`src/rtl/hazard_pkg.sv`:
```
// hazard_pkg: shared types and constants for the pipeline hazard controller.
//   REG_W / CNT_W      : register specifier and performance counter widths
//   FWD_*              : ALU operand mux select encodings
//   ctrl_state_e       : informational control state (RUN / STALL / FLUSH)
//   slot_t             : one scoreboard entry describing an in-flight instruction
package hazard_pkg;

  localparam int REG_W = 5;
  localparam int CNT_W = 32;

  localparam logic [1:0] FWD_RF  = 2'b00;  // operand from the register file
  localparam logic [1:0] FWD_WB  = 2'b01;  // operand from the MEM/WB result
  localparam logic [1:0] FWD_MEM = 2'b10;  // operand from the EX/MEM result

  typedef enum logic [1:0] {
    RUN   = 2'd0,
    STALL = 2'd1,
    FLUSH = 2'd2
  } ctrl_state_e;

  typedef struct packed {
    logic             valid;
    logic             regwrite;
    logic             memread;
    logic [REG_W-1:0] dest;
  } slot_t;

endpackage

```
`src/rtl/hazard_controller_if.sv`:
```
// hazard_controller_if: ID-stage request fields and hazard-control responses.
//   master : the pipeline side; drives ID_* fields and EX_BranchTaken
//   slave  : the hazard controller; drives stall/flush controls, forward
//            selects and the two performance counters
interface hazard_controller_if;
  import hazard_pkg::*;

  logic             ID_Valid;
  logic [REG_W-1:0] ID_Rs;
  logic [REG_W-1:0] ID_Rt;
  logic             ID_UsesRs;
  logic             ID_UsesRt;
  logic             ID_RegWrite;
  logic             ID_MemRead;
  logic [REG_W-1:0] ID_WriteReg;
  logic             EX_BranchTaken;

  logic             PCWrite;
  logic             IFID_Write;
  logic             IFID_Flush;
  logic             IDEX_Bubble;
  logic [1:0]       ForwardA;
  logic [1:0]       ForwardB;
  logic [CNT_W-1:0] StallCycles;
  logic [CNT_W-1:0] FlushCycles;

  modport master (
    output ID_Valid, ID_Rs, ID_Rt, ID_UsesRs, ID_UsesRt,
           ID_RegWrite, ID_MemRead, ID_WriteReg, EX_BranchTaken,
    input  PCWrite, IFID_Write, IFID_Flush, IDEX_Bubble,
           ForwardA, ForwardB, StallCycles, FlushCycles
  );

  modport slave (
    input  ID_Valid, ID_Rs, ID_Rt, ID_UsesRs, ID_UsesRt,
           ID_RegWrite, ID_MemRead, ID_WriteReg, EX_BranchTaken,
    output PCWrite, IFID_Write, IFID_Flush, IDEX_Bubble,
           ForwardA, ForwardB, StallCycles, FlushCycles
  );

endinterface

```
`src/rtl/hazard_controller_src_match.sv`:
```
// src_match: combinational compare of one ID source register against one
// scoreboard slot.
//   src   : source register specifier from ID
//   uses  : the ID instruction really reads this source
//   slot  : scoreboard entry to compare against
//   match : the slot will write the register this source reads
module src_match
  import hazard_pkg::*;
(
  input  logic [REG_W-1:0] src,
  input  logic             uses,
  input  slot_t            slot,
  output logic             match
);

  // $0 is hard-wired to zero, so a write to it never creates a dependency.
  assign match = uses && slot.valid && slot.regwrite &&
                 (slot.dest != '0) && (slot.dest == src);

endmodule

```
`src/rtl/hazard_controller.sv`:
```
// hazard_controller: scoreboard-based hazard unit for the 5-stage pipeline.
//   Clk   : rising-edge clock
//   Reset : synchronous, active-high reset
//   bus   : slave side of hazard_controller_if
//     inputs  ID_* fields of the instruction in ID, EX_BranchTaken
//     outputs PCWrite, IFID_Write, IFID_Flush, IDEX_Bubble (combinational),
//             ForwardA/ForwardB (registered, used while that instruction is
//             in EX), StallCycles/FlushCycles (saturating counters)
module hazard_controller
  import hazard_pkg::*;
(
  input logic                Clk,
  input logic                Reset,
  hazard_controller_if.slave bus
);

  slot_t            ex_q, ex_d;
  slot_t            mem_q, mem_d;
  slot_t            wb_q, wb_d;
  ctrl_state_e      state_q, state_d;
  logic [1:0]       fwd_a_q, fwd_a_d;
  logic [1:0]       fwd_b_q, fwd_b_d;
  logic [CNT_W-1:0] stall_cnt_q, stall_cnt_d;
  logic [CNT_W-1:0] flush_cnt_q, flush_cnt_d;

  logic rs_ex_match, rs_mem_match, rt_ex_match, rt_mem_match;
  logic load_use, flush, bubble;
  logic pc_write, ifid_write, ifid_flush, idex_bubble;

  src_match u_rs_ex  (.src(bus.ID_Rs), .uses(bus.ID_UsesRs), .slot(ex_q),  .match(rs_ex_match));
  src_match u_rs_mem (.src(bus.ID_Rs), .uses(bus.ID_UsesRs), .slot(mem_q), .match(rs_mem_match));
  src_match u_rt_ex  (.src(bus.ID_Rt), .uses(bus.ID_UsesRt), .slot(ex_q),  .match(rt_ex_match));
  src_match u_rt_mem (.src(bus.ID_Rt), .uses(bus.ID_UsesRt), .slot(mem_q), .match(rt_mem_match));

  // A load in EX cannot forward (its data is not ready), so it is skipped
  // here; if ID really needs it, load-use has already stalled this cycle.
  function automatic logic [1:0] fwd_select(logic ex_m, logic mem_m, logic ex_is_load);
    if (ex_m && !ex_is_load) return FWD_MEM;
    if (mem_m)               return FWD_WB;
    return FWD_RF;
  endfunction

  always_comb begin
    // NOTE: every signal written here gets a value before any branch, so no
    // path leaves one unassigned and no latch is inferred.
    load_use    = bus.ID_Valid && ex_q.memread && (rs_ex_match || rt_ex_match);
    flush       = bus.EX_BranchTaken;
    bubble      = flush || load_use;

    pc_write    = 1'b1;
    ifid_write  = 1'b1;
    ifid_flush  = 1'b0;
    idex_bubble = 1'b0;
    if (!Reset) begin
      if (flush) begin
        // The branch target must load, so the PC keeps running even if a
        // load-use condition is also present.
        ifid_flush  = 1'b1;
        idex_bubble = 1'b1;
      end else if (load_use) begin
        pc_write    = 1'b0;
        ifid_write  = 1'b0;
        idex_bubble = 1'b1;
      end
    end

    mem_d = ex_q;
    wb_d  = mem_q;
    ex_d  = '0;
    if (!bubble) begin
      ex_d.valid    = bus.ID_Valid;
      ex_d.regwrite = bus.ID_RegWrite;
      ex_d.memread  = bus.ID_MemRead;
      ex_d.dest     = bus.ID_WriteReg;
    end

    // Selects belong to the instruction entering EX; a bubble needs none.
    fwd_a_d = FWD_RF;
    fwd_b_d = FWD_RF;
    if (!bubble) begin
      fwd_a_d = fwd_select(rs_ex_match, rs_mem_match, ex_q.memread);
      fwd_b_d = fwd_select(rt_ex_match, rt_mem_match, ex_q.memread);
    end

    if (flush)         state_d = FLUSH;
    else if (load_use) state_d = STALL;
    else               state_d = RUN;

    stall_cnt_d = stall_cnt_q;
    flush_cnt_d = flush_cnt_q;
    if (state_d == STALL && stall_cnt_q != '1) stall_cnt_d = stall_cnt_q + 1'b1;
    if (state_d == FLUSH && flush_cnt_q != '1) flush_cnt_d = flush_cnt_q + 1'b1;
  end

  always_ff @(posedge Clk) begin
    // NOTE: non-blocking assignments make every flop sample the pre-edge
    // values, so ordering of these statements cannot change behaviour.
    if (Reset) begin
      ex_q        <= '0;
      mem_q       <= '0;
      wb_q        <= '0;
      state_q     <= RUN;
      fwd_a_q     <= FWD_RF;
      fwd_b_q     <= FWD_RF;
      stall_cnt_q <= '0;
      flush_cnt_q <= '0;
    end else begin
      ex_q        <= ex_d;
      mem_q       <= mem_d;
      wb_q        <= wb_d;
      state_q     <= state_d;
      fwd_a_q     <= fwd_a_d;
      fwd_b_q     <= fwd_b_d;
      stall_cnt_q <= stall_cnt_d;
      flush_cnt_q <= flush_cnt_d;
    end
  end

  // While in STALL the EX slot holds the bubble just inserted, so a second
  // back-to-back load-use stall is impossible.
  always_ff @(posedge Clk) begin
    if (!Reset) assert (!(state_q == STALL && load_use));
  end

  assign bus.PCWrite     = pc_write;
  assign bus.IFID_Write  = ifid_write;
  assign bus.IFID_Flush  = ifid_flush;
  assign bus.IDEX_Bubble = idex_bubble;
  assign bus.ForwardA    = fwd_a_q;
  assign bus.ForwardB    = fwd_b_q;
  assign bus.StallCycles = stall_cnt_q;
  assign bus.FlushCycles = flush_cnt_q;

endmodule

```
`src/flat_wrapper.sv`:
```
// flat-port wrapper written by rule: the top's interface ports become plain ports
module hazard_controller_flat import hazard_pkg::*;
  (Clk, Reset, bus_ID_Valid, bus_ID_Rs, bus_ID_Rt, bus_ID_UsesRs, bus_ID_UsesRt, bus_ID_RegWrite, bus_ID_MemRead, bus_ID_WriteReg, bus_EX_BranchTaken, bus_PCWrite, bus_IFID_Write, bus_IFID_Flush, bus_IDEX_Bubble, bus_ForwardA, bus_ForwardB, bus_StallCycles, bus_FlushCycles);
  hazard_controller_if bus_i ();
  input logic Clk;
  input logic Reset;
  input wire logic [$bits(bus_i.ID_Valid)-1:0] bus_ID_Valid;
  input wire logic [$bits(bus_i.ID_Rs)-1:0] bus_ID_Rs;
  input wire logic [$bits(bus_i.ID_Rt)-1:0] bus_ID_Rt;
  input wire logic [$bits(bus_i.ID_UsesRs)-1:0] bus_ID_UsesRs;
  input wire logic [$bits(bus_i.ID_UsesRt)-1:0] bus_ID_UsesRt;
  input wire logic [$bits(bus_i.ID_RegWrite)-1:0] bus_ID_RegWrite;
  input wire logic [$bits(bus_i.ID_MemRead)-1:0] bus_ID_MemRead;
  input wire logic [$bits(bus_i.ID_WriteReg)-1:0] bus_ID_WriteReg;
  input wire logic [$bits(bus_i.EX_BranchTaken)-1:0] bus_EX_BranchTaken;
  output wire logic [$bits(bus_i.PCWrite)-1:0] bus_PCWrite;
  output wire logic [$bits(bus_i.IFID_Write)-1:0] bus_IFID_Write;
  output wire logic [$bits(bus_i.IFID_Flush)-1:0] bus_IFID_Flush;
  output wire logic [$bits(bus_i.IDEX_Bubble)-1:0] bus_IDEX_Bubble;
  output wire logic [$bits(bus_i.ForwardA)-1:0] bus_ForwardA;
  output wire logic [$bits(bus_i.ForwardB)-1:0] bus_ForwardB;
  output wire logic [$bits(bus_i.StallCycles)-1:0] bus_StallCycles;
  output wire logic [$bits(bus_i.FlushCycles)-1:0] bus_FlushCycles;
  assign bus_i.ID_Valid = bus_ID_Valid;
  assign bus_i.ID_Rs = bus_ID_Rs;
  assign bus_i.ID_Rt = bus_ID_Rt;
  assign bus_i.ID_UsesRs = bus_ID_UsesRs;
  assign bus_i.ID_UsesRt = bus_ID_UsesRt;
  assign bus_i.ID_RegWrite = bus_ID_RegWrite;
  assign bus_i.ID_MemRead = bus_ID_MemRead;
  assign bus_i.ID_WriteReg = bus_ID_WriteReg;
  assign bus_i.EX_BranchTaken = bus_EX_BranchTaken;
  assign bus_PCWrite = bus_i.PCWrite;
  assign bus_IFID_Write = bus_i.IFID_Write;
  assign bus_IFID_Flush = bus_i.IFID_Flush;
  assign bus_IDEX_Bubble = bus_i.IDEX_Bubble;
  assign bus_ForwardA = bus_i.ForwardA;
  assign bus_ForwardB = bus_i.ForwardB;
  assign bus_StallCycles = bus_i.StallCycles;
  assign bus_FlushCycles = bus_i.FlushCycles;
  hazard_controller u_core (.Clk(Clk), .Reset(Reset), .bus(bus_i));
endmodule
```
`config.mk`:
```
export PLATFORM = sky130hd
export DESIGN_NAME = hazard_controller_flat
export DESIGN_NICKNAME = d
export VERILOG_FILES = /design/src/rtl/hazard_pkg.sv /design/src/rtl/hazard_controller_if.sv /design/src/rtl/hazard_controller_src_match.sv /design/src/rtl/hazard_controller.sv /design/src/flat_wrapper.sv
export SDC_FILE = /design/constraint.sdc
export NUM_CORES = 1
export LEC_CHECK = 0
export CAP_MARGIN = 10
export CORE_MARGIN = 5
export CORE_UTILIZATION = 54
export CTS_CLUSTER_DIAMETER = 120
export DETAILED_ROUTE_END_ITERATION = 8
export PLACE_DENSITY = 0.84
export REMOVE_ABC_BUFFERS = 1
export SYNTH_ARGS = -nofsm -noshare
export SYNTH_HDL_FRONTEND = slang
export SYNTH_HIERARCHICAL = 1
export SYNTH_SLANG_ARGS = --single-unit
export TNS_END_PERCENT = 20
```
`constraint.sdc`:
```
create_clock -name Clk -period 3.7 [get_ports Clk]
set_input_delay 0.74 -clock Clk [delete_from_list [all_inputs] [get_ports Clk]]
set_output_delay 0.74 -clock Clk [all_outputs]
set_load 0.01 [all_outputs]
```
# Word-level counts from Yosys, hierarchy flattened
# Index checks and enable logic that the tools add are counted.
# classes
n_addsub,2
eq_ne,8
n_mux,28
reduce_logical,28
# op_table
cell,count
adder 32 x 1 -> 32 bit (second input constant),2
!= test 32 bit (second input constant),2
logical AND 1 bit,22
equality test 5 bit,4
two-way mux 1 bit,19
two-way mux 2 bit,9
nonzero test 5 bit,2
equality test 2 x 1 -> 1 bit (second input constant),1
equality test 2 bit (second input constant),1
logical OR 1 bit,2
OR reduction 2 bit,1
zero test 1 bit,1
# word_totals
regBits,83
in_bits,23
output_inout_bits,72

# Depth between registers and ports, before layout
# logic_depth
ltp_word,12
ltp_mapped,9
depth_no_buf,8

# By module
# Netlist, hierarchy kept.
# by_module_without_submodules
mod,instances,cells_per_inst,area_each_um2,seq_area_each_um2
hazard_controller,1,447,3868.7,1681.6
src_match,4,10,72.6,0.0

# Least setup slack after synthesis
# No wires, ideal clock.
# synth_timing
path_kind,input-to-output
start,input port bus_ID_Rt[2]
end,output port bus_PCWrite
t_arrival_ns,2.029
required_time_ns,2.960
slack_ns,0.931
cell_stages,6
path_cell_list,xnor2_1 > nand4_1 > nor3_1 > o211ai_1 > or3_1 > buf_4
# synth_between
elab_chain_len,7
# synth_rtl
item,line_no,text
"start, declared",flat_wrapper.sv:9,input wire logic [$bits(bus_i.ID_Rt)-1:0] bus_ID_Rt;
equality test 5 bit,hazard_controller_src_match.sv:18,(slot.dest != '0) && (slot.dest == src);
logical AND 1 bit,hazard_controller_src_match.sv:18,
named net u_core.rt_ex_match,hazard_controller.sv:26,"logic rs_ex_match, rs_mem_match, rt_ex_match, rt_mem_match;"
logical OR 1 bit,hazard_controller.sv:46,load_use = bus.ID_Valid && ex_q.memread && (rs_ex_match || rt_ex_match);
logical AND 1 bit,hazard_controller.sv:46,
two-way mux 1 bit (3 in a row),n/a,
"end, declared",flat_wrapper.sv:16,output wire logic [$bits(bus_i.PCWrite)-1:0] bus_PCWrite;
# The timed path passes the listed nets, and every way through them passes these cells.

# Worst setup path in the final report
# layout_timing
start,input port bus_ID_Rt[2]
end,output port bus_IFID_Write
# layout_between
elab_chain_len,7
# layout_rtl
item,line_no,text
equality test 5 bit,hazard_controller_src_match.sv:18,
logical AND 1 bit,hazard_controller_src_match.sv:18,
named net u_core.rt_ex_match,hazard_controller.sv:26,
logical OR 1 bit,hazard_controller.sv:46,
logical AND 1 bit,hazard_controller.sv:46,
two-way mux 1 bit,hazard_controller.sv:60,end else if (load_use) begin
two-way mux 1 bit,hazard_controller.sv:55,if (flush) begin
two-way mux 1 bit,hazard_controller.sv:54,if (!Reset) begin
"end, declared",flat_wrapper.sv:17,output wire logic [$bits(bus_i.IFID_Write)-1:0] bus_IFID_Write;
# The timed path passes the listed nets, and every way through them passes these cells.

==> summary.md <==
| Metric | Value |
|---|---|
| Internal Power | 1.281 mW |
| Worst Clk Skew | 0.009331 ns |
| Die Wd | 97.48 microns |
| Status | finished, final reports clean |
| Hold EP | u_core/mem_q[6]$_SDFF_PP0_ |
| I/O pins | 95 |
| Fin Setup TNS | 0 ns |
| Largest net degree at the start of global routing | 66 |
| R2R Setup Slk | 0.95 ns |
| Pleak | 1.702 nW |
| Detailed Route WL | 10.52 mm |
| 1st-pass router iterations | 4 |
| # rows | 32 |
| Height of the die | 97.48 microns |
| Max_cap viols | 0 |
| Crit path max fanout | 3 |
| Met1 GRT Util | 27.87% |
| Detail Placement HPWL | 7.745 mm |
| R2R Path End | u_core/bus.StallCycles[28]$_SDFFE_PP0P_ |
| Worst hold margin | 0.4899 ns |
| Combinational fraction of design power | 5.7% |
| Slew HR | 46.19% |
| CTS root buffer | clkbuf_8 |
| Vias in the first global route | 3,790 |
| Worst hold stages | 1 |
| Met3 usage | 5.456% |
| Tmin final | 3.558 ns |
| Initial antenna violation count | 0 |
| Core area | 7607 sq um |
| GRT overflow | 0 |
| Clk slew on worst S/H paths | 0.08 ns |
| Dpl ws | 0.1041 ns |
| Final setup vio count | 0 |
| CP Data Required Time | 2.96 ns |
| Cts bufs inserted | 9 |
| Worst R2R Start | u_core/ex_q[1]$_SDFF_PP0_ |
| Crit end category | output port |
| Cell area power density | 305.0 nW/um^2 |
| Min-Delay Startpoint | u_core/ex_q[6]$_SDFF_PP0_ |
| Hold Crit Class | register to register |
| Syn_area_per_cell | 8.521 sq um |
| FF-to-FF path depth | 9 |
| Layout cell share with drive strength beyond 1 | 7.904% |
| Sw frac | 21.73% |
| Slew @ Worst Pin | 0.8010 ns |
| Total GRT Usage | 22.22% |
| Max Clk Rate | 0.2810 GHz |
| Switching pwr | 355.7 uW |
| Die area | 9502 sq um |
| Crit start category | input port |
| Area grow syn2layout | 29.88% |
| Antenna-violating nets left | 0 |
| Gp weighted congestion | 0.8594 |
| CTS sink cnt | 83 |
| Core Util, Final | 70.56% |
| Yosys warning count | 6 |
| Postcts setup bufs | 0 |
| Drt wl/cell | 15.38 microns |
| Worst-Skew Late Latency | 0.35 ns |
| DR vias | 4,013 |
| Clock tree from TritonCTS | done |
| Final Cycle Share | 96.18% |
| Final hold violation count | 0 |
| Clock buffer depth | 2 |
| First-pass GRT wire length | 17.78 mm |
| Syn Inst Count | 485 |
| Antenna Cells | 0 |
| Arr. time, crit path | 2.82 ns |
| CTS Hold Bufs | 0 |
| Drt via density | 5.867 |
| Final Net Count | 602 |
| RSZ-0062 raised after global routing | false |
| 1st-iter DRT viols | 206 |
| Peak supply drop | 0.0002085 V |
| Max Slew Vio Count | 0 |
| Grt peak-use layer | met2 |
| Syn Std Cell Area | 4133 sq um |
| Sequential power share | 55.6% |
| Global Route met2 Usage | 37.37% |
| Clock H-tree levels | 3 |
| DRC viols | 0 |
| Clock share of power | 38.7% |
| Critical path class | input port to output port |
| Starting Density | 54.33% |
| Number of port buffers | 94 |
| Worst Setup Slack, final | 0.1415 ns |
## cells in the final DEF (no fill, tap or decap), drive strengths merged, types with 9 or more instances in the layout
master / n
nor2: 48
nand4: 34
and3: 9
nor3: 15
nand3: 16
buf: 10
a21oi: 34
or4: 19
xnor2: 32
dfxtp: 83
o21ai: 17
mux2: 9
and2: 11
clkbuf: 15
o31ai: 11
clkdlybuf4s50: 93
nor4: 13
or3: 22
nand2: 20
nor2b: 17
## cell type report
type	instances	area, sq um
Sequential cell	83	1662
Inverter	6	22.52
Tap cell	102	127.6
Fill cell	591	2240
Clock inverter	2	35.03
Multi-Input combinational cell	373	2360
Clock buffer	14	152.6
Timing Repair Buffer	104	1008
## state kept, by name, indices dropped and copies added, names as in the netlist
name,count
u_core/bus.StallCycles,32
u_core/bus.ForwardA,2
u_core/bus.FlushCycles,32
u_core/mem_q,7
u_core/ex_q,8
u_core/bus.ForwardB,2
## metal layers
| metal | vias to the layer above | share of wire (%) |
|---|---|---|
| met2 | 139 | 49 |
| met3 | 16 | 5.8 |
| met4 | 0 | 1.5 |
| li1 | 1977 | - |
| met1 | 1881 | 44 |
| met5 | - | 0 |
## power groups by stage
stage	logic, mW	clock network, mW	registers, mW
after detailed placement	0.0931	0	0.931
final	0.0935	0.633	0.910
after global routing	0.102	0.695	0.912
after floorplan	0.0364	0	0.930
after CTS	0.0938	0.645	0.910
after global placement	0.0901	0	0.931
## what timing repair did
| item | in CTS | in global routing |
|---|---|---|
| resized for setup | 0 | 1 |
| endpoints found under the setup margin | 0 | 2 |
| endpoints found under the hold margin | 0 | 0 |
## worst max path at each step
| stage | startpoint | to |
|---|---|---|
| floorplan | bus_ID_Rt[2] | u_core/bus.StallCycles[28]$_SDFFE_PP0P_ |
| global placement | bus_ID_Rt[2] | bus_IFID_Write |
| detailed placement | bus_ID_Rs[2] | bus_PCWrite |
| CTS | bus_ID_Rs[2] | bus_PCWrite |
| global route | bus_ID_Rt[2] | bus_PCWrite |
| finish | bus_ID_Rt[2] | bus_IFID_Write |
## stage by stage
stage	area, sq um	cells	power, mW
after floorplan	4039	462	0.9662
after global placement	5170	667	1.021
after detailed placement	5170	667	1.024
after CTS	5358	683	1.649
after global routing	5368	684	1.708
final	5368	684	1.637
## critical path, cell delays in order
cell and delay (ns):
clkdlybuf4s50_1 0.52, xnor2_1 0.14, nand4_1 0.12, nor3_1 0.26
o211ai_1 0.18, or3_1 0.37, clkdlybuf4s50_1 0.50
(Power assumes the default switching activity.)
